==> src/rtl/lcd_seq_pkg.sv <==
// Shared types and field positions for the LCD write sequencer.
package lcd_seq_pkg;

  localparam int unsigned LCD_ON_BIT   = 31;
  localparam int unsigned LCD_EN_BIT   = 10;
  localparam int unsigned LCD_RS_BIT   = 9;
  localparam int unsigned LCD_RW_BIT   = 8;
  localparam int unsigned LCD_DATA_MSB = 7;

  typedef enum logic [2:0] {
    StIdle,
    StSetup,
    StPulse,
    StHold,
    StExec
  } lcd_state_e;

  typedef struct packed {
    logic       rs;
    logic [7:0] data;
    logic       long_cmd;
  } lcd_req_t;

  // Clear display (0x01) and return home (0x02/0x03) need the long execution wait.
  function automatic logic is_long_cmd(input logic rs, input logic [7:0] data);
    return !rs && (data[7:2] == 6'd0) && (data != 8'd0);
  endfunction

endpackage

==> src/rtl/lcd_write_sequencer.sv <==
// Turns edge-triggered writes of the IO LCD control word into timed HD44780 write cycles,
// with a one-entry pending slot, a busy flag and a sticky overflow flag.
module lcd_write_sequencer
  import lcd_seq_pkg::*;
#(
  parameter int unsigned T_SETUP_CYC = 2,
  parameter int unsigned T_PW_CYC    = 25,
  parameter int unsigned T_HOLD_CYC  = 2,
  parameter int unsigned T_EXEC_CYC  = 2000,
  parameter int unsigned T_CLEAR_CYC = 82000
) (
  input  logic        i_clk,
  input  logic        i_reset,
  input  logic [31:0] i_io_lcd,
  output logic        o_lcd_on,
  output logic        o_lcd_en,
  output logic        o_lcd_rs,
  output logic        o_lcd_rw,
  output logic [7:0]  o_lcd_data,
  output logic        o_lcd_busy,
  output logic        o_lcd_ovf
);

  localparam int unsigned Max1   = (T_SETUP_CYC > T_PW_CYC) ? T_SETUP_CYC : T_PW_CYC;
  localparam int unsigned Max2   = (Max1 > T_HOLD_CYC) ? Max1 : T_HOLD_CYC;
  localparam int unsigned Max3   = (Max2 > T_EXEC_CYC) ? Max2 : T_EXEC_CYC;
  localparam int unsigned MaxCyc = (Max3 > T_CLEAR_CYC) ? Max3 : T_CLEAR_CYC;
  localparam int unsigned CntW   = $clog2(MaxCyc) + 1;

  localparam logic [CntW-1:0] SetupLd = CntW'(T_SETUP_CYC - 1);
  localparam logic [CntW-1:0] PwLd    = CntW'(T_PW_CYC - 1);
  localparam logic [CntW-1:0] HoldLd  = CntW'(T_HOLD_CYC - 1);
  localparam logic [CntW-1:0] ExecLd  = CntW'(T_EXEC_CYC - 1);
  localparam logic [CntW-1:0] ClearLd = CntW'(T_CLEAR_CYC - 1);

  lcd_state_e      state_q;
  logic [CntW-1:0] cnt_q;
  lcd_req_t        cur_q;
  lcd_req_t        pend_q;
  logic            pend_vld_q;
  logic            en_prev_q;
  logic            en_q;
  logic            on_q;
  logic            ovf_q;

  logic     req;
  logic     exec_last;
  lcd_req_t new_req;
  logic     unused_bits;

  assign unused_bits = ^{i_io_lcd[30:11], i_io_lcd[LCD_RW_BIT]};

  always_comb begin
    req              = i_io_lcd[LCD_EN_BIT] && !en_prev_q;
    exec_last        = (state_q == StExec) && (cnt_q == '0);
    new_req.rs       = i_io_lcd[LCD_RS_BIT];
    new_req.data     = i_io_lcd[LCD_DATA_MSB:0];
    new_req.long_cmd = is_long_cmd(i_io_lcd[LCD_RS_BIT], i_io_lcd[LCD_DATA_MSB:0]);
  end

  always_ff @(posedge i_clk or negedge i_reset) begin
    if (!i_reset) begin
      state_q    <= StIdle;
      cnt_q      <= '0;
      cur_q      <= '0;
      pend_q     <= '0;
      pend_vld_q <= 1'b0;
      en_prev_q  <= 1'b0;
      en_q       <= 1'b0;
      on_q       <= 1'b0;
      ovf_q      <= 1'b0;
    end else begin
      en_prev_q <= i_io_lcd[LCD_EN_BIT];
      on_q      <= i_io_lcd[LCD_ON_BIT];

      unique case (state_q)
        StIdle: begin
          if (req) begin
            cur_q   <= new_req;
            cnt_q   <= SetupLd;
            state_q <= StSetup;
          end
        end
        StSetup: begin
          if (cnt_q == '0) begin
            cnt_q   <= PwLd;
            en_q    <= 1'b1;
            state_q <= StPulse;
          end else begin
            cnt_q <= cnt_q - 1'b1;
          end
        end
        StPulse: begin
          if (cnt_q == '0) begin
            cnt_q   <= HoldLd;
            en_q    <= 1'b0;
            state_q <= StHold;
          end else begin
            cnt_q <= cnt_q - 1'b1;
          end
        end
        StHold: begin
          if (cnt_q == '0) begin
            cnt_q   <= cur_q.long_cmd ? ClearLd : ExecLd;
            state_q <= StExec;
          end else begin
            cnt_q <= cnt_q - 1'b1;
          end
        end
        StExec: begin
          if (cnt_q == '0) begin
            if (pend_vld_q) begin
              cur_q      <= pend_q;
              pend_vld_q <= 1'b0;
              cnt_q      <= SetupLd;
              state_q    <= StSetup;
            end else if (req) begin
              // Slot fill and pop collapse into one edge: straight back to SETUP.
              cur_q   <= new_req;
              cnt_q   <= SetupLd;
              state_q <= StSetup;
            end else begin
              state_q <= StIdle;
            end
          end else begin
            cnt_q <= cnt_q - 1'b1;
          end
        end
        default: begin
          en_q    <= 1'b0;
          state_q <= StIdle;
        end
      endcase

      if (req && (state_q != StIdle)) begin
        if (pend_vld_q) begin
          ovf_q <= 1'b1;
        end else if (!exec_last) begin
          pend_q     <= new_req;
          pend_vld_q <= 1'b1;
        end
      end
    end
  end

  assign o_lcd_on   = on_q;
  assign o_lcd_en   = en_q;
  assign o_lcd_rs   = cur_q.rs;
  assign o_lcd_rw   = 1'b0;
  assign o_lcd_data = cur_q.data;
  assign o_lcd_busy = (state_q != StIdle) || pend_vld_q;
  assign o_lcd_ovf  = ovf_q;

endmodule
==> config.mk <==
export PLATFORM = sky130hd
export DESIGN_NAME = lcd_write_sequencer
export DESIGN_NICKNAME = d
export VERILOG_FILES = /design/src/rtl/lcd_seq_pkg.sv /design/src/rtl/lcd_write_sequencer.sv
export SDC_FILE = /design/constraint.sdc
export NUM_CORES = 1
export LEC_CHECK = 0
export ABC_AREA = 1
export BUFFER_PORTS_ARGS = -buffer_cell sky130_fd_sc_hd__clkbuf_2
export CAP_MARGIN = 30
export CORE_MARGIN = 8
export CORE_UTILIZATION = 40
export DETAILED_ROUTE_END_ITERATION = 7
export GPL_TIMING_DRIVEN = 0
export HOLD_SLACK_MARGIN = 0.1
export SETUP_SLACK_MARGIN = 0.05
export SYNTH_ARGS = -nofsm -noshare
export SYNTH_HDL_FRONTEND = slang
export SYNTH_SLANG_ARGS = --single-unit
export TNS_END_PERCENT = 10
==> constraint.sdc <==
create_clock -name i_clk -period 2.4 [get_ports i_clk]
set_clock_uncertainty 0.2 [all_clocks]
set_input_delay 0.24 -clock i_clk [delete_from_list [all_inputs] [get_ports i_clk]]
set_output_delay 0.24 -clock i_clk [all_outputs]
set_load 0.005 [all_outputs]
==> impl_metrics.toml, run 1 <==
[synth]
synth_cell_types = 40
ys_ff_latch = 46
synthAdderAreaFrac_pct = 0.806
avgSynthCellArea_um2 = 6.79
ys_seq_area_share_pct = 37.1
synth_top_family_by_area = "simple AND/OR/NAND/NOR gates"
muxShareOfSynthArea_pct = 0
syn_inst = 457
synth-xor-area-share_pct = 1.41
synth-simple-area-share_pct = 39.3
synth.net_count = 493
synth-compound-area-share_pct = 10.7
syn-cell-area_um2 = 3100
yosys_warnings = 0

[timing]
worstMarginPinSlew_ns = 0.543
fmax_mhz = 480
timing_hold_violations_final = 0
slew_headroom_pct = 63.7
grt_setup_unrepaired = "false"
finalCritPeriodShare_pct = 86.8
slew_viol_final = 0
setup_viol = 0
timing.final.crit_period_ns = 2.08
setup_tns_ns = 0

[global_routing]
grt.met2_usage_pct = 25.6
grt.busiest_layer = "met2"
grt_pass1_wl_mm = 13.9
grtUsageTotal_pct = 15.3
grt_start_max_net_pins = 29
antenna_found_initial = 0
use_met1_pct = 19.0
grtUsageMet3_pct = 2.85
globalRouteOverflowTotal = 0
grt_pass1_vias = 2918

[route]
drtIter0Drc = 200
wire_per_inst_um = 13.3
viasPerCell = 4.86
drt_first_pass_iters = 5
num_vias = 2941
drc = 0
routed_wl_mm = 8.03
antenna_left = 0

[finish]
layout_common_cells = "150 x nand2_1, 62 x nor2_1, 46 x dfrtp_1"
final_layout_size_suffix_gt1_share_pct = 16.1
antenna_cells = 0
syn2layout_area_growth_pct = 15.7
layout_commonest_cell = "nand2_1"
final_nets = 538
filler_cell_count = 820
layoutNonFillerInstCount = 605

[cts]
cts_resized = 0
cts_buffer_depth = 2
cts_setup_buffers = 0
cts_made_buffers = 5
cts_sinks = 46
clock_latency_ns = 0.31
htreeDepth = 2
cts_tree = "yes"
cts-root-buf = "clkbuf_8"
cts.clk_slew.worst_paths_ns = 0.10

[pwr]
combPwrFrac_pct = 60.5
power.switching_w = 0.00242
p_leak_nw = 1.83
pwr-share-clk_pct = 10.6
seqPwrFrac_pct = 28.9
swShare_pct = 50.2
p_per_area_nw_per_um2 = 1340
p_int_w = 0.00240
vdd_ir_drop_max_mv = 0.980

[setup_path]
cp.required_ns = 2.40
r2r_cells = 8
crit_type = "primary input to register"
end_kind = "register"
critPathArrivalTime_ns = 2.09
start_kind = "primary input"
crit_fanout = 9

[floorplanning]
die_area_um2 = 10800
die_h_um = 104
num_rows = 32
core_um2 = 7610
start_util_pct = 40.8
ioPinCount = 48
die_w_um = 104

[hold_path]
hold_class = "primary input to async pin"

[placed_design]
gp_congestion = 0.923
io_buffers = 25
dp.cells = 585
dp_hpwl_mm = 5.88

[outcome]
status = "complete, no violations"

[job]
maxCapViolCount = 0
[critical path, cell delays in order]
cell	delay, ns
dlygate4sd3_1	0.52
clkbuf_2	0.12
inv_1	0.05
nor2_2	0.42
nor2_1	0.13
nand3_1	0.11
nand2_1	0.22
o21ai_1	0.21
nand2_1	0.06
[path summary, 6_finish.rpt]
check	from	endpoint	slack, ns
min	i_reset	cnt_q[7]$_DFFE_PN0P_	0.22
max	i_io_lcd[10]	cnt_q[13]$_DFFE_PN0P_	0.32
min in group i_clk	o_lcd_ovf$_DFFE_PN0P_	o_lcd_ovf$_DFFE_PN0P_	0.27
max in group asynchronous	i_reset	cnt_q[1]$_DFFE_PN0P_	1.26
min reg2reg	o_lcd_ovf$_DFFE_PN0P_	o_lcd_ovf$_DFFE_PN0P_	0.27
max reg2reg	state_q[0]$_DFFE_PN0P_	cnt_q[13]$_DFFE_PN0P_	0.32
[stage by stage]
| step | total power [W] | setup WS, ns | instance area (um2) | utilization, % | hold slack [ns] |
|---|---|---|---|---|---|
| CTS | 0.00485 | 0.293 | 3590 | 47.2 | 0.237 |
| global route | 0.00533 | 0.160 | 3590 | 47.2 | 0.264 |
| global placement | 0.00426 | 0.344 | 3360 | 44.1 | 0.148 |
| finish | 0.00482 | 0.316 | 3590 | 47.2 | 0.220 |
| detailed placement | 0.00430 | 0.298 | 3380 | 44.4 | 0.0410 |
| floorplan | 0.00358 | 0.623 | 3100 | - | -0.256 |
[cell usage after synthesis, drive strengths merged]
master / n / area share, %
nand4: 5 / 1.0
nand2: 160 / 21
a21o: 1 / 0.24
nor3: 7 / 1.1
nor2: 72 / 10
o21ai: 33 / 5.8
o31ai: 2 / 0.48
o22ai: 1 / 0.20
o211ai: 4 / 0.97
buf: 17 / 4.4
xor2: 4 / 1.1
or2: 1 / 0.20
inv: 49 / 6.0
nand3b: 1 / 0.24
a31o: 1 / 0.28
nand3: 29 / 5.0
a31oi: 1 / 0.20
clkinv: 1 / 0.12
nor4: 1 / 0.20
nor3b: 1 / 0.24
a21oi: 14 / 2.3
conb: 1 / 0.12
o21bai: 1 / 0.24
ha: 2 / 0.81
xnor2: 1 / 0.28
dfrtp: 46 / 37
clkbuf: 1 / 0.12
[sequential cells by signal, summed over array words and instances, names as in the netlist, 3 cells and up]
register / cells
cnt_q: 18
pend_q: 10
o_lcd_data: 8
state_q: 3
[power groups by stage]
stage          sequential, W  clock (W)  combinational [W]
3_3_place_gp         0.00140          0            0.00286
3_5_place_dp         0.00141          0            0.00290
6_report             0.00139   0.000508            0.00292
2_1_floorplan        0.00134          0            0.00225
4_1_cts              0.00139   0.000542            0.00292
5_1_grt              0.00144   0.000561            0.00334
[per-layer routing]
layer | wire, um | part of all wire, % | vias to the layer above
met5 | 0 | 0 | -
met2 | 3710 | 46 | 70
met4 | 214 | 2.7 | 0
met3 | 318 | 4.0 | 18
li1 | - | - | 1524
met1 | 3790 | 47 | 1329
[area by class of cell]
type / instances / area (um2) / area share (%)
buffer: 18 / 139 / 3.87
clock buffer: 5 / 68.8 / 1.92
clock inverter: 3 / 25.0 / 0.697
inverter: 50 / 190 / 5.30
multi-input combinational: 343 / 1620 / 45.2
sequential: 46 / 1150 / 32.1
tap: 102 / 128 / 3.56
timing repair buffer: 38 / 265 / 7.39
[cells by family after synthesis]
family | Yosys count
and+or+nand+nor | 277
buffers and inverters | 68
AOI/OAI and AO/OA | 58
DFF | 46
xor gates and xnor gates | 5
adders and majority gates | 2
other | 1
[what timing repair did]
action / 4_1_cts / 5_1_grt
endpoints found under the setup margin: 0 / 0
endpoints found under the hold margin: 58 / 0
hold buffers: 12 / 0
No activity file was read; power rests on OpenSTA's default activity.
==> run 2, diff against run 1 <==
- ABC_AREA: 1 -> unset
==> impl_metrics.toml, run 2 <==
[timing]
slew_viol_final = 0
setup_slack_ns = -0.201
holdWs_ns = 0.243
slew_headroom_pct = 57.3
fmax_mhz = 385
worstMarginPinSlew_ns = 0.641
setup_viol = 33
setup_tns_ns = -3.64
grt_setup_unrepaired = "true"
timing.final.crit_period_ns = 2.60
finalCritPeriodShare_pct = 108
timing_hold_violations_final = 0

[outcome]
violations = "setup timing"
status = "finished, violations left"

[route]
drc = 0
antenna_left = 0
num_vias = 2605
viasPerCell = 5.68
drt_first_pass_iters = 4
routed_wl_mm = 7.92
drtIter0Drc = 147
wire_per_inst_um = 17.3

[global_routing]
grt.met2_usage_pct = 26.0
grt_pass1_vias = 2579
grt.busiest_layer = "met2"
use_met1_pct = 21.7
globalRouteOverflowTotal = 0
grt_start_max_net_pins = 26
antenna_found_initial = 0
grtUsageTotal_pct = 16.3
grtUsageMet3_pct = 2.77
grt_pass1_wl_mm = 13.2

[setup_path]
r2r-start = "cnt_q[0]$_DFFE_PN0P_"
start_kind = "register"
r2r_cells = 8
crit_fanout = 10
end_kind = "register"
crit_type = "register to register"
ff2ff_setup_slack_ns = -0.20
critPathArrivalTime_ns = 2.61
cp.required_ns = 2.41
reg2reg_to = "pend_q[9]$_DFFE_PN0P_"

[synth]
synth.net_count = 339
avgSynthCellArea_um2 = 9.33
synth.largest_area_cell = "dfrtp_1"
yosys_warnings = 0
ys_seq_area_share_pct = 40.7
yosysMostFrequentCell = "dfrtp_1"
syn_inst = 303
synth-edff-count = 0
ys_ff_latch = 46
async_flop_share_pct = 100
synthTopCellsByCount = "46 x dfrtp_1, 24 x o21ai_0, 18 x nand2_1, 17 x clkbuf_1, 17 x nor2_1"
synth_area_leaders = "dfrtp_1 41%, o21ai_0 4.2%, mux2_2 4.0%"
synth_cell_types = 66
synth_top_cell_area_share_pct = 40.7
ys.flop_type = "dfrtp_1"
syn-cell-area_um2 = 2830

[finish]
layout_commonest_cell = "dfrtp_1"
final_area_um2 = 3670
final_layout_size_suffix_gt1_share_pct = 35.5
largest_register_ffs = 18
syn2layout_area_growth_pct = 29.7
final_nets = 398
largest_register = "cnt_q"
antenna_cells = 0
filler_cell_count = 646
layout_common_cells = "44 x dfrtp_1, 25 x clkbuf_2, 24 x buf_4"

[placed_design]
dp_hpwl_mm = 5.46
pre_cts_ws_ns = -0.566
gp_congestion = 0.891
place_area_um2 = 3130
io_buffers = 25

[cts]
cts.clk_slew.worst_paths_ns = 0.10
cts_buffer_depth = 2
htreeDepth = 2
cts_tree = "yes"
clock_latency_ns = 0.31
cts_sinks = 46
cts_made_buffers = 5
cts-root-buf = "clkbuf_8"

[floorplanning]
die_w_um = 100
num_rows = 30
start_util_pct = 41.4
core_um2 = 6830
die_h_um = 100
die_area_um2 = 10000
ioPinCount = 48

[pwr]
vdd_ir_drop_max_mv = 0.354
p_per_area_nw_per_um2 = 835
p_leak_nw = 1.50

[job]
maxCapViolCount = 0

[hold_path]
hold_class = "primary input to async pin"
## run 2: through the flow
| stage | util (%) | power, W | std cells |
|---|---|---|---|
| after CTS | 52.4 | 0.00299 | 455 |
| after floorplan | - | 0.00197 | 303 |
| final | 53.7 | 0.00306 | 459 |
| after global routing | 53.7 | 0.00327 | 459 |
| after global placement | 45.5 | 0.00226 | 424 |
| after detailed placement | 45.8 | 0.00229 | 426 |
## run 2: worst max-delay path, cell delays in order (launching register included)
cell and delay, ns:
dfrtp_1 0.43, inv_2 0.10, ha_2 0.16, or4b_4 0.48, or3_1 0.33, buf_6 0.16
o21ai_4 0.15, a211oi_4 0.15, mux2_2 0.33
## run 2: routing by layer
layer  up-vias  wire (um)
li1       1252          -
met1      1267       3630
met2        73       3750
met3        13        425
met4         0        119
met5         -          0
## run 2: timing repair
item                                   CTS  global route
setup endpoints to repair               43            43
hold buffers                            12             0
endpoints found under the hold margin   41             0
setup buffers                           10             8
gates resized for setup                 36            20
gates cloned                             0             1
pin swaps                                5             5
## run 2: worst max path at each step
stage | startpoint | to | slack (ns) | cells after the start
CTS | cnt_q[7]$_DFFE_PN0P_ | pend_q[7]$_DFFE_PN0P_ | -0.22 | 8
global route | cnt_q[2]$_DFFE_PN0P_ | cnt_q[15]$_DFFE_PN0P_ | -0.29 | 6
floorplan | cnt_q[5]$_DFFE_PN0P_ | cnt_q[15]$_DFFE_PN0P_ | -0.20 | 6
global placement | cnt_q[0]$_DFFE_PN0P_ | o_lcd_data[3]$_DFFE_PN0P_ | -0.57 | 7
finish | cnt_q[0]$_DFFE_PN0P_ | pend_q[9]$_DFFE_PN0P_ | -0.20 | 8
detailed placement | cnt_q[0]$_DFFE_PN0P_ | o_lcd_data[4]$_DFFE_PN0P_ | -0.57 | 7
## run 2: final cells by class
class	instances	area (um2)	area share [%]
Buffer	29	218	5.94
Clock buffer	5	68.8	1.88
Clock inverter	3	26.3	0.716
Inverter	10	37.5	1.02
Multi-Input combinational cell	213	1620	44.1
Sequential cell	46	1150	31.5
Tap cell	96	120	3.28
Timing Repair Buffer	57	425	11.6
## run 2: cell families after synthesis
logic type | synth area share, %
and+or+nand+nor | 17.0
DFF | 40.7
adders and majority gates | 0.885
buffers and inverters | 8.89
xor gates and xnor gates | 2.17
muxes | 4.69
other | 0.133
AOI/OAI and AO/OA | 25.5
## run 2: power breakdown
part           leakage, nW  total, W  switching, W  internal, W
sequential           0.547   0.00119      0.000190      0.00100
combinational        0.908   0.00134      0.000652     0.000691
clock               0.0495  0.000528      0.000312     0.000217
total                 1.50   0.00306       0.00115      0.00191
==> run 3, diff against run 2 <==
- CELL_PAD_IN_SITES_DETAIL_PLACEMENT: unset -> 0
- CELL_PAD_IN_SITES_GLOBAL_PLACEMENT: unset -> 1
- PLACE_DENSITY_LB_ADDON: unset -> 0.1
==> impl_metrics.toml, run 3 (synthesized netlist as in run 2, its figures left out) <==
[outcome]
status = "finished, violations left"
violations = "setup timing"

[setup_path]
reg2reg_to = "pend_q[7]$_DFFE_PN0P_"
end_kind = "register"
ff2ff_setup_slack_ns = -0.23
critPathArrivalTime_ns = 2.63
r2r_cells = 8
start_kind = "register"
r2r-start = "cnt_q[0]$_DFFE_PN0P_"
crit_fanout = 10
cp-endpoint = "pend_q[7]$_DFFE_PN0P_"
crit_type = "register to register"
crit_start = "cnt_q[0]$_DFFE_PN0P_"
cp.required_ns = 2.40

[route]
drc = 0
dr_wl_met2_mm = 3.94
routed_wl_mm = 8.45
antenna_left = 0
topRoutingLayerUsed = "met4"
wl_met3_um = 264
wire_per_inst_um = 17.9
drtIter0Drc = 180
viasPerCell = 5.59
num_vias = 2635
wl_met1_mm = 4.18
drt_first_pass_iters = 4

[job]
maxCapViolCount = 0

[finish]
largest_register = "cnt_q"
seqCellArea_um2 = 1150
final_layout_size_suffix_gt1_share_pct = 38.7
final_nets = 410
filler_cell_count = 624
utilization_pct = 55.9
antenna_cells = 0
layoutNonFillerInstCount = 471
layout_commonest_cell = "dfrtp_1"
layout_common_cells = "43 x dfrtp_1, 33 x buf_4, 26 x clkbuf_2"
multiInputGateArea_um2 = 1670
largest_register_ffs = 18
syn2layout_area_growth_pct = 35.0

[cts]
clock_latency_ns = 0.31
cts_made_buffers = 5
cts.clk_slew.worst_paths_ns = 0.11
cts-root-buf = "clkbuf_8"
cts_sinks = 46
cts_tree = "yes"
htreeDepth = 2
cts_buffer_depth = 2

[pwr]
power_w = 0.00315
p_per_area_nw_per_um2 = 825
vdd_ir_drop_max_mv = 0.346
p_leak_nw = 1.57

[global_routing]
grtUsageTotal_pct = 16.9
globalRouteOverflowTotal = 0
grt_start_max_net_pins = 29
grt_pass1_wl_mm = 13.6
grt_pass1_vias = 2528
antenna_found_initial = 0

[timing]
slew_headroom_pct = 57.2
fmax_mhz = 381
worstMarginPinSlew_ns = 0.641
timing.final.crit_period_ns = 2.63
slew_viol_final = 0
timing_hold_violations_final = 0
setup_slack_ns = -0.228
setup_viol = 35
grt_setup_unrepaired = "true"
setup_tns_ns = -4.53
finalCritPeriodShare_pct = 110

[floorplanning]
ioPinCount = 48
start_util_pct = 41.4
die_h_um = 100
die_area_um2 = 10000
die_w_um = 100
core_um2 = 6830
num_rows = 30

[hold_path]
hold_class = "primary input to register"

[placed_design]
io_buffers = 25
gp_congestion = 0.851
dp_hpwl_mm = 5.59
dp.cells = 426
pre_cts_ws_ns = -0.627
run 3: cell type report:
type / instances / share of cell area, %
multi-input cells: 213 / 43.7
flip-flops and latches: 46 / 30.2
repair buffers: 66 / 13.0
plain buffers: 32 / 6.49
well taps: 96 / 3.15
clock buffers: 5 / 1.80
inverters: 10 / 0.983
clock inverters: 3 / 0.655
run 3: how the worst min path moves through the flow:
stage	from	endpoint	slack, ns	cells after the start
finish	i_io_lcd[6]	cur_q[0]$_DFFE_PN0P_	0.15	4
global route	i_io_lcd[6]	cur_q[0]$_DFFE_PN0P_	0.18	4
CTS	i_io_lcd[6]	cur_q[0]$_DFFE_PN0P_	0.14	4
floorplan	i_reset	cnt_q[0]$_DFFE_PN0P_	-0.26	0
detailed placement	i_reset	cnt_q[8]$_DFFE_PN0P_	0.05	1
global placement	i_io_lcd[31]	o_lcd_on$_DFF_PN0_	0.15	1
run 3: timing repair:
action                                  CTS  global route
buffers inserted                         18             8
endpoints found under the hold margin    38             0
gates resized for setup                  47            28
endpoints found under the setup margin   43            43
pin swaps                                10             7
gates cloned                              0             1
hold buffers                             12             0
run 3: layer usage:
layer  GRT usage, %  vias to the layer above
met3           2.35                        6
li1               -                     1280
met1           24.5                     1293
met4           4.65                        0
met5              0                        -
met2           25.3                       56
run 3: worst max-delay path, cell delays in order, from the launching register on:
cell and delay, ns:
dfrtp_2 0.45, inv_2 0.09, ha_1 0.14, or4b_4 0.49
or3_4 0.36, buf_6 0.16, o21ai_4 0.15, a211oi_4 0.14
mux2_2 0.32
run 3: report_power, final:
group	switching, W	internal (W)	leakage [nW]	total [W]
Sequential	0.000208	0.00100	0.546	0.00121
Clock	0.000314	0.000211	0.0447	0.000525
Combinational	0.000689	0.000724	0.980	0.00141
run 3: metrics by stage:
stage          instance area [um2]  hold WS, ns
2_1_floorplan                 2860       -0.256
3_3_place_gp                  3110        0.149
3_5_place_dp                  3130       0.0476
4_1_cts                       3650        0.145
5_1_grt                       3820        0.183
6_report                      3820        0.152
